### src/rtl/addsub_seq_cla.sv
// Multi-cycle two's-complement adder/subtractor: one CHUNK-bit carry-lookahead
// slice per clock, LSB slice first, carry held in a register between slices.

module addsub_seq_cla_slice #(
    parameter int W = 4
) (
    input  logic [W-1:0] a_i,
    input  logic [W-1:0] b_i,
    input  logic         c_i,
    output logic [W-1:0] sum_o,
    output logic         c_o,
    output logic         c_msb_o
);
    logic [W-1:0] g, p;
    logic [W:0]   c;
    logic         pp, ci;

    // Each carry is a flat sum of generate terms gated by the propagate run
    // above them, so no carry depends on another computed carry.
    always_comb begin
        g    = a_i & b_i;
        p    = a_i ^ b_i;
        c    = '0;
        pp   = 1'b1;
        ci   = 1'b0;
        c[0] = c_i;
        for (int i = 1; i <= W; i++) begin
            pp = 1'b1;
            ci = 1'b0;
            for (int j = i - 1; j >= 0; j--) begin
                ci = ci | (g[j] & pp);
                pp = pp & p[j];
            end
            c[i] = ci | (c_i & pp);
        end
    end

    assign sum_o   = p ^ c[W-1:0];
    assign c_o     = c[W];
    assign c_msb_o = c[W-1];
endmodule

module addsub_seq_cla #(
    parameter int WIDTH = 16,
    parameter int CHUNK = 4
) (
    input  logic             clk,
    input  logic             rst_n,
    input  logic             in_valid,
    output logic             in_ready,
    input  logic [WIDTH-1:0] a,
    input  logic [WIDTH-1:0] b,
    input  logic             sub,
    output logic             out_valid,
    input  logic             out_ready,
    output logic [WIDTH-1:0] result,
    output logic             cout,
    output logic             ovf,
    output logic             zero,
    output logic             neg
);
    localparam int N  = WIDTH / CHUNK;
    localparam int CW = (N > 1) ? $clog2(N) : 1;

    typedef enum logic [1:0] {IDLE, BUSY, DONE} state_t;

    state_t           state_q, state_d;
    logic [CW-1:0]    cnt_q, cnt_d;
    logic [WIDTH-1:0] a_q, a_d, b_q, b_d, res_q, res_d;
    logic             carry_q, carry_d;
    logic             cout_q, cout_d, ovf_q, ovf_d, zero_q, zero_d, neg_q, neg_d;

    logic [CHUNK-1:0] sl_a, sl_b, sl_sum;
    logic             sl_co, sl_cmsb;

    assign sl_a = a_q[int'(cnt_q)*CHUNK +: CHUNK];
    assign sl_b = b_q[int'(cnt_q)*CHUNK +: CHUNK];

    addsub_seq_cla_slice #(.W(CHUNK)) u_slice (
        .a_i     (sl_a),
        .b_i     (sl_b),
        .c_i     (carry_q),
        .sum_o   (sl_sum),
        .c_o     (sl_co),
        .c_msb_o (sl_cmsb)
    );

    always_comb begin
        state_d = state_q;
        cnt_d   = cnt_q;
        a_d     = a_q;
        b_d     = b_q;
        res_d   = res_q;
        carry_d = carry_q;
        cout_d  = cout_q;
        ovf_d   = ovf_q;
        zero_d  = zero_q;
        neg_d   = neg_q;
        case (state_q)
            IDLE: begin
                if (in_valid) begin
                    // b is stored pre-inverted; the +1 of subtraction is slice 0's carry-in
                    a_d     = a;
                    b_d     = b ^ {WIDTH{sub}};
                    carry_d = sub;
                    cnt_d   = '0;
                    state_d = BUSY;
                end
            end
            BUSY: begin
                res_d[int'(cnt_q)*CHUNK +: CHUNK] = sl_sum;
                carry_d = sl_co;
                if (cnt_q == CW'(N - 1)) begin
                    cout_d  = sl_co;
                    ovf_d   = sl_cmsb ^ sl_co;
                    zero_d  = (res_d == '0);
                    neg_d   = res_d[WIDTH-1];
                    cnt_d   = '0;
                    state_d = DONE;
                end else begin
                    cnt_d = cnt_q + CW'(1);
                end
            end
            DONE: begin
                if (out_ready) state_d = IDLE;
            end
            default: state_d = IDLE;
        endcase
    end

    always_ff @(posedge clk or negedge rst_n) begin
        if (!rst_n) begin
            state_q <= IDLE;
            cnt_q   <= '0;
            a_q     <= '0;
            b_q     <= '0;
            res_q   <= '0;
            carry_q <= 1'b0;
            cout_q  <= 1'b0;
            ovf_q   <= 1'b0;
            zero_q  <= 1'b0;
            neg_q   <= 1'b0;
        end else begin
            state_q <= state_d;
            cnt_q   <= cnt_d;
            a_q     <= a_d;
            b_q     <= b_d;
            res_q   <= res_d;
            carry_q <= carry_d;
            cout_q  <= cout_d;
            ovf_q   <= ovf_d;
            zero_q  <= zero_d;
            neg_q   <= neg_d;
        end
    end

    assign in_ready  = (state_q == IDLE);
    assign out_valid = (state_q == DONE);
    assign result    = res_q;
    assign cout      = cout_q;
    assign ovf       = ovf_q;
    assign zero      = zero_q;
    assign neg       = neg_q;
endmodule

### config.mk
export PLATFORM = sky130hd
export DESIGN_NAME = addsub_seq_cla
export DESIGN_NICKNAME = d
export VERILOG_FILES = /design/src/rtl/addsub_seq_cla.sv
export SDC_FILE = /design/constraint.sdc
export NUM_CORES = 1
export LEC_CHECK = 0
export ABC_AREA = 0
export CAP_MARGIN = 20
export CORE_MARGIN = 2
export CORE_UTILIZATION = 33
export CTS_BUF_LIST = sky130_fd_sc_hd__clkbuf_4 sky130_fd_sc_hd__clkbuf_8 sky130_fd_sc_hd__clkbuf_16
export DETAILED_ROUTE_END_ITERATION = 12
export GPL_TIMING_DRIVEN = 1
export PLACE_DENSITY = 0.65
export REMOVE_ABC_BUFFERS = 1
export SLEW_MARGIN = 20
export SYNTH_ARGS = -nofsm -noshare
export SYNTH_HDL_FRONTEND = slang
export SYNTH_HIERARCHICAL = 1
export SYNTH_SLANG_ARGS = --single-unit
### constraint.sdc
create_clock -name clk -period 2.9 [get_ports clk]
set_clock_uncertainty 0.05 [all_clocks]
set_input_delay 0.87 -clock clk [delete_from_list [all_inputs] [get_ports clk]]
set_output_delay 0.87 -clock clk [all_outputs]
set_load 0.03 [all_outputs]
==> impl_metrics.tcl <==
set metrics [dict create \
    status "finished, final reports clean" \
    synth_cells 294 \
    slew_headroom_pct 60.1 \
    startpoint "cnt_q[0]$_DFFE_PN0P_" \
    synthesis.area_sq_um 2910 \
    synth-seq-cells 57 \
    synth_edf_count 0 \
    io_buffers 58 \
    seqPwrFrac_pct 26.6 \
    max_freq_mhz 364 \
    synth_top_family_by_area "simple AND/OR/NAND/NOR gates" \
    ys_warn_count 6 \
    rows 34 \
    p_switching_mw 2.33 \
    power.density_nw_per_um2 1380 \
    synth_compound_area_share_pct 12.9 \
    drt-total-wl_um 6660 \
    dr.pass1.iters 4 \
    numClockSinks 57 \
    yosys-mux-area-fraction_pct 7.18 \
    finalSetupViolations 0 \
    avgSynthCellArea_sq_um 9.90 \
    final_cell_count_no_fill 475 \
    routedWlPerCell_um 14.0 \
    max_stage_delay_ns 0.52 \
    core_region_area_sq_um 8640 \
    post-dp-hpwl_um 4950 \
    cap_violations 0 \
    rsz0062_at_grt "false" \
    reg2reg_from "cnt_q[0]$_DFFE_PN0P_" \
    placed_cells 457 \
    synthSimpleGateAreaFrac_pct 16.3 \
    grt_pass1_wl_um 11300 \
    grt_max_degree 53 \
    drive_gt1_share_pct 12.8 \
    cp_max_fo 8 \
    via_count 2293 \
    synthAdderAreaFrac_pct 4.99 \
    die-area_sq_um 9590 \
    worstSetupStartpointType "register" \
    layout_common_cells "nand2_1 (87), clkdlybuf4s50_1 (57), dfrtp_1 (56)" \
    num_io_pins 59 \
    slew_violations 0 \
    worst_pin_slew_ns 0.597 \
    grt_pass1_vias 2364 \
    arrival_ns 2.92 \
    gp_congestion 0.875 \
    initial_core_util_pct 33.7 \
    hold_slack_ns 0.418 \
    seqCellArea_sq_um 1430 \
    synthFlopType "dfrtp_1" \
    p_comb_share_pct 61.0 \
    synth_cell_types 38 \
    drt-vias-per-instance 4.83 \
    cts_tree "yes" \
    final_core_util_pct 45.0 \
    multi_input_area_sq_um 1420 \
    crit_path_cell_trace "buf_4 > mux4_2 > ha_4 > o21ai_1 > o21bai_2 > xor2_2 > inv_1 > o22ai_1 > a21oi_1 > a32o_2" \
    worstSkewPairLatency_ns 0.34 \
    slowest_stage "mux4_2" \
    nets 412 \
    crit_type "register to register" \
    critPathCaptureType "register" \
    hold_violations 0 \
    grt_overflow 0 \
    ir_worst_vdd_uv 584 \
    intPower_mw 3.04 \
    numCtsBuffers 9 \
    areaGrowthSynthToFinish_pct 33.4 \
    clock_power_share_pct 12.4 \
    ant_nets 0 \
    fp.dieW_um 97.9 \
    nFillCells 841 \
    worstHoldStart "a_q[14]$_DFFE_PN0P_" \
    setup-tns-final_ns 0 \
    path_clk_slew_ns 0.06 \
    hold_buffers 0 \
    drc 0 \
    clock_path_buffers 2 \
    layout_commonest_cell "nand2_1" \
    drtIter0Drc 152 \
    cts-root-buf "clkbuf_8" \
    setup_ws_ns 0.156 \
    grt_usage_pct 15.0 \
    leakagePower_nw 1.75 \
    htreeDepth 3 \
    place_ws_ns -0.142 \
    hp-class "register to register" \
    swShare_pct 43.4 \
    min_period_over_period_pct 94.6 \
    async_flop_share_pct 100 \
    antenna_found_initial 0 \
    ys_seq_area_share_pct 49.0 \
    layout_min_cycle_time_ns 2.74 \
    die_y_um 97.9 \
    insertedDiodeCount 0 \
    cp.required_ns 3.08 \
    synth_xor_area_share_pct 6.02 \
]
sequential cells by signal, indices dropped and copies added (netlist names):
| signal | flops |
|---|---|
| a_q | 16 |
| carry_q | 1 |
| result | 16 |
| cnt_q | 2 |
| neg | 1 |
| state_q | 2 |
| zero | 1 |
| b_q | 16 |
| ovf | 1 |
| cout | 1 |
layer usage:
layer | global-route usage [%] | wire, um | vias to the layer above | share of wire [%]
met5 | 0 | 0 | - | 0
met4 | 4.81 | 83 | 0 | 1.2
met3 | 4.94 | 357 | 7 | 5.4
met2 | 25.1 | 3360 | 71 | 50
met1 | 18.5 | 2860 | 1080 | 43
li1 | - | - | 1135 | -
metrics by stage:
step,cell area (sq um),power (mW)
6_report,3880,5.37
5_1_grt,3880,5.80
4_1_cts,3820,5.14
3_5_place_dp,3640,4.42
3_3_place_gp,3640,4.33
2_1_floorplan,2840,3.25
synth_stat cells, types with 2 or more instances:
cell type  instances  area [sq um]
mux4_2             6           135
dfrtp_1           57          1430
nor3_1             3          15.0
a22o_1            10          87.6
nand2_1           87           327
o22ai_1            3          18.8
nand2b_1           2          12.5
xnor2_1           18           158
inv_1             10          37.5
nor2_1            10          37.5
nand3_1            5          25.0
mux4_1             2          52.6
clkbuf_1           8          30.0
a21o_1             2          15.0
o21ai_0           31           155
buf_2              5          25.0
ha_1              10           125
nor4_1             3          18.8
xor2_1             2          17.5
nor2b_1            2          12.5
worst paths after layout:
check,slack (ns),to,cells past startpoint
max,0.16,zero$_DFFE_PN0P_,10
min,0.42,a_q[14]$_DFFE_PN0P_,2
max reg2reg,0.16,zero$_DFFE_PN0P_,10
min reg2reg,0.42,a_q[14]$_DFFE_PN0P_,2
max in group asynchronous,1.93,cnt_q[0]$_DFFE_PN0P_,2
min in group asynchronous,0.46,result[1]$_DFFE_PN0P_,2
critical path, delay by kind of cell (launching register included):
| family | cells | cell delay (ns) |
|---|---|---|
| muxes | 1 | 0.52 |
| buffers and inverters | 2 | 0.25 |
| DFF | 1 | 0.48 |
| adders and majority gates | 1 | 0.30 |
| AOI/OAI and AO/OA | 5 | 0.78 |
| xor gates and xnor gates | 1 | 0.26 |
area by class of cell:
class                      instances  share of cell area, %
sequential                        57                   36.8
inverter                          10                  0.967
timing repair buffer              73                   17.7
clock buffer                      14                   4.48
tap                              108                   3.48
multi-input combinational        213                   36.6
kinds of logic (layout without fill, tap and decap cells):
family,Yosys count,count (layout)
AOI/OAI and AO/OA,57,57
and+or+nand+nor,115,115
xor gates and xnor gates,20,20
DFF,57,57
muxes,10,10
buffers and inverters,24,97
adders and majority gates,11,11
power by group through the flow:
stage / clock (mW) / combinational (mW) / sequential, mW
final: 0.667 / 3.28 / 1.43
after global routing: 0.728 / 3.59 / 1.48
after floorplan: 0 / 1.65 / 1.60
after CTS: 0.693 / 3.01 / 1.44
after detailed placement: 0 / 2.97 / 1.45
after global placement: 0 / 2.89 / 1.44
timing repair:
item / CTS / global route
pin swaps: 0 / 3
buffers inserted: 0 / 4
cloned: 0 / 0
gates resized for setup: 2 / 4
setup endpoints to repair: 2 / 2
(Power assumes the default switching activity.)
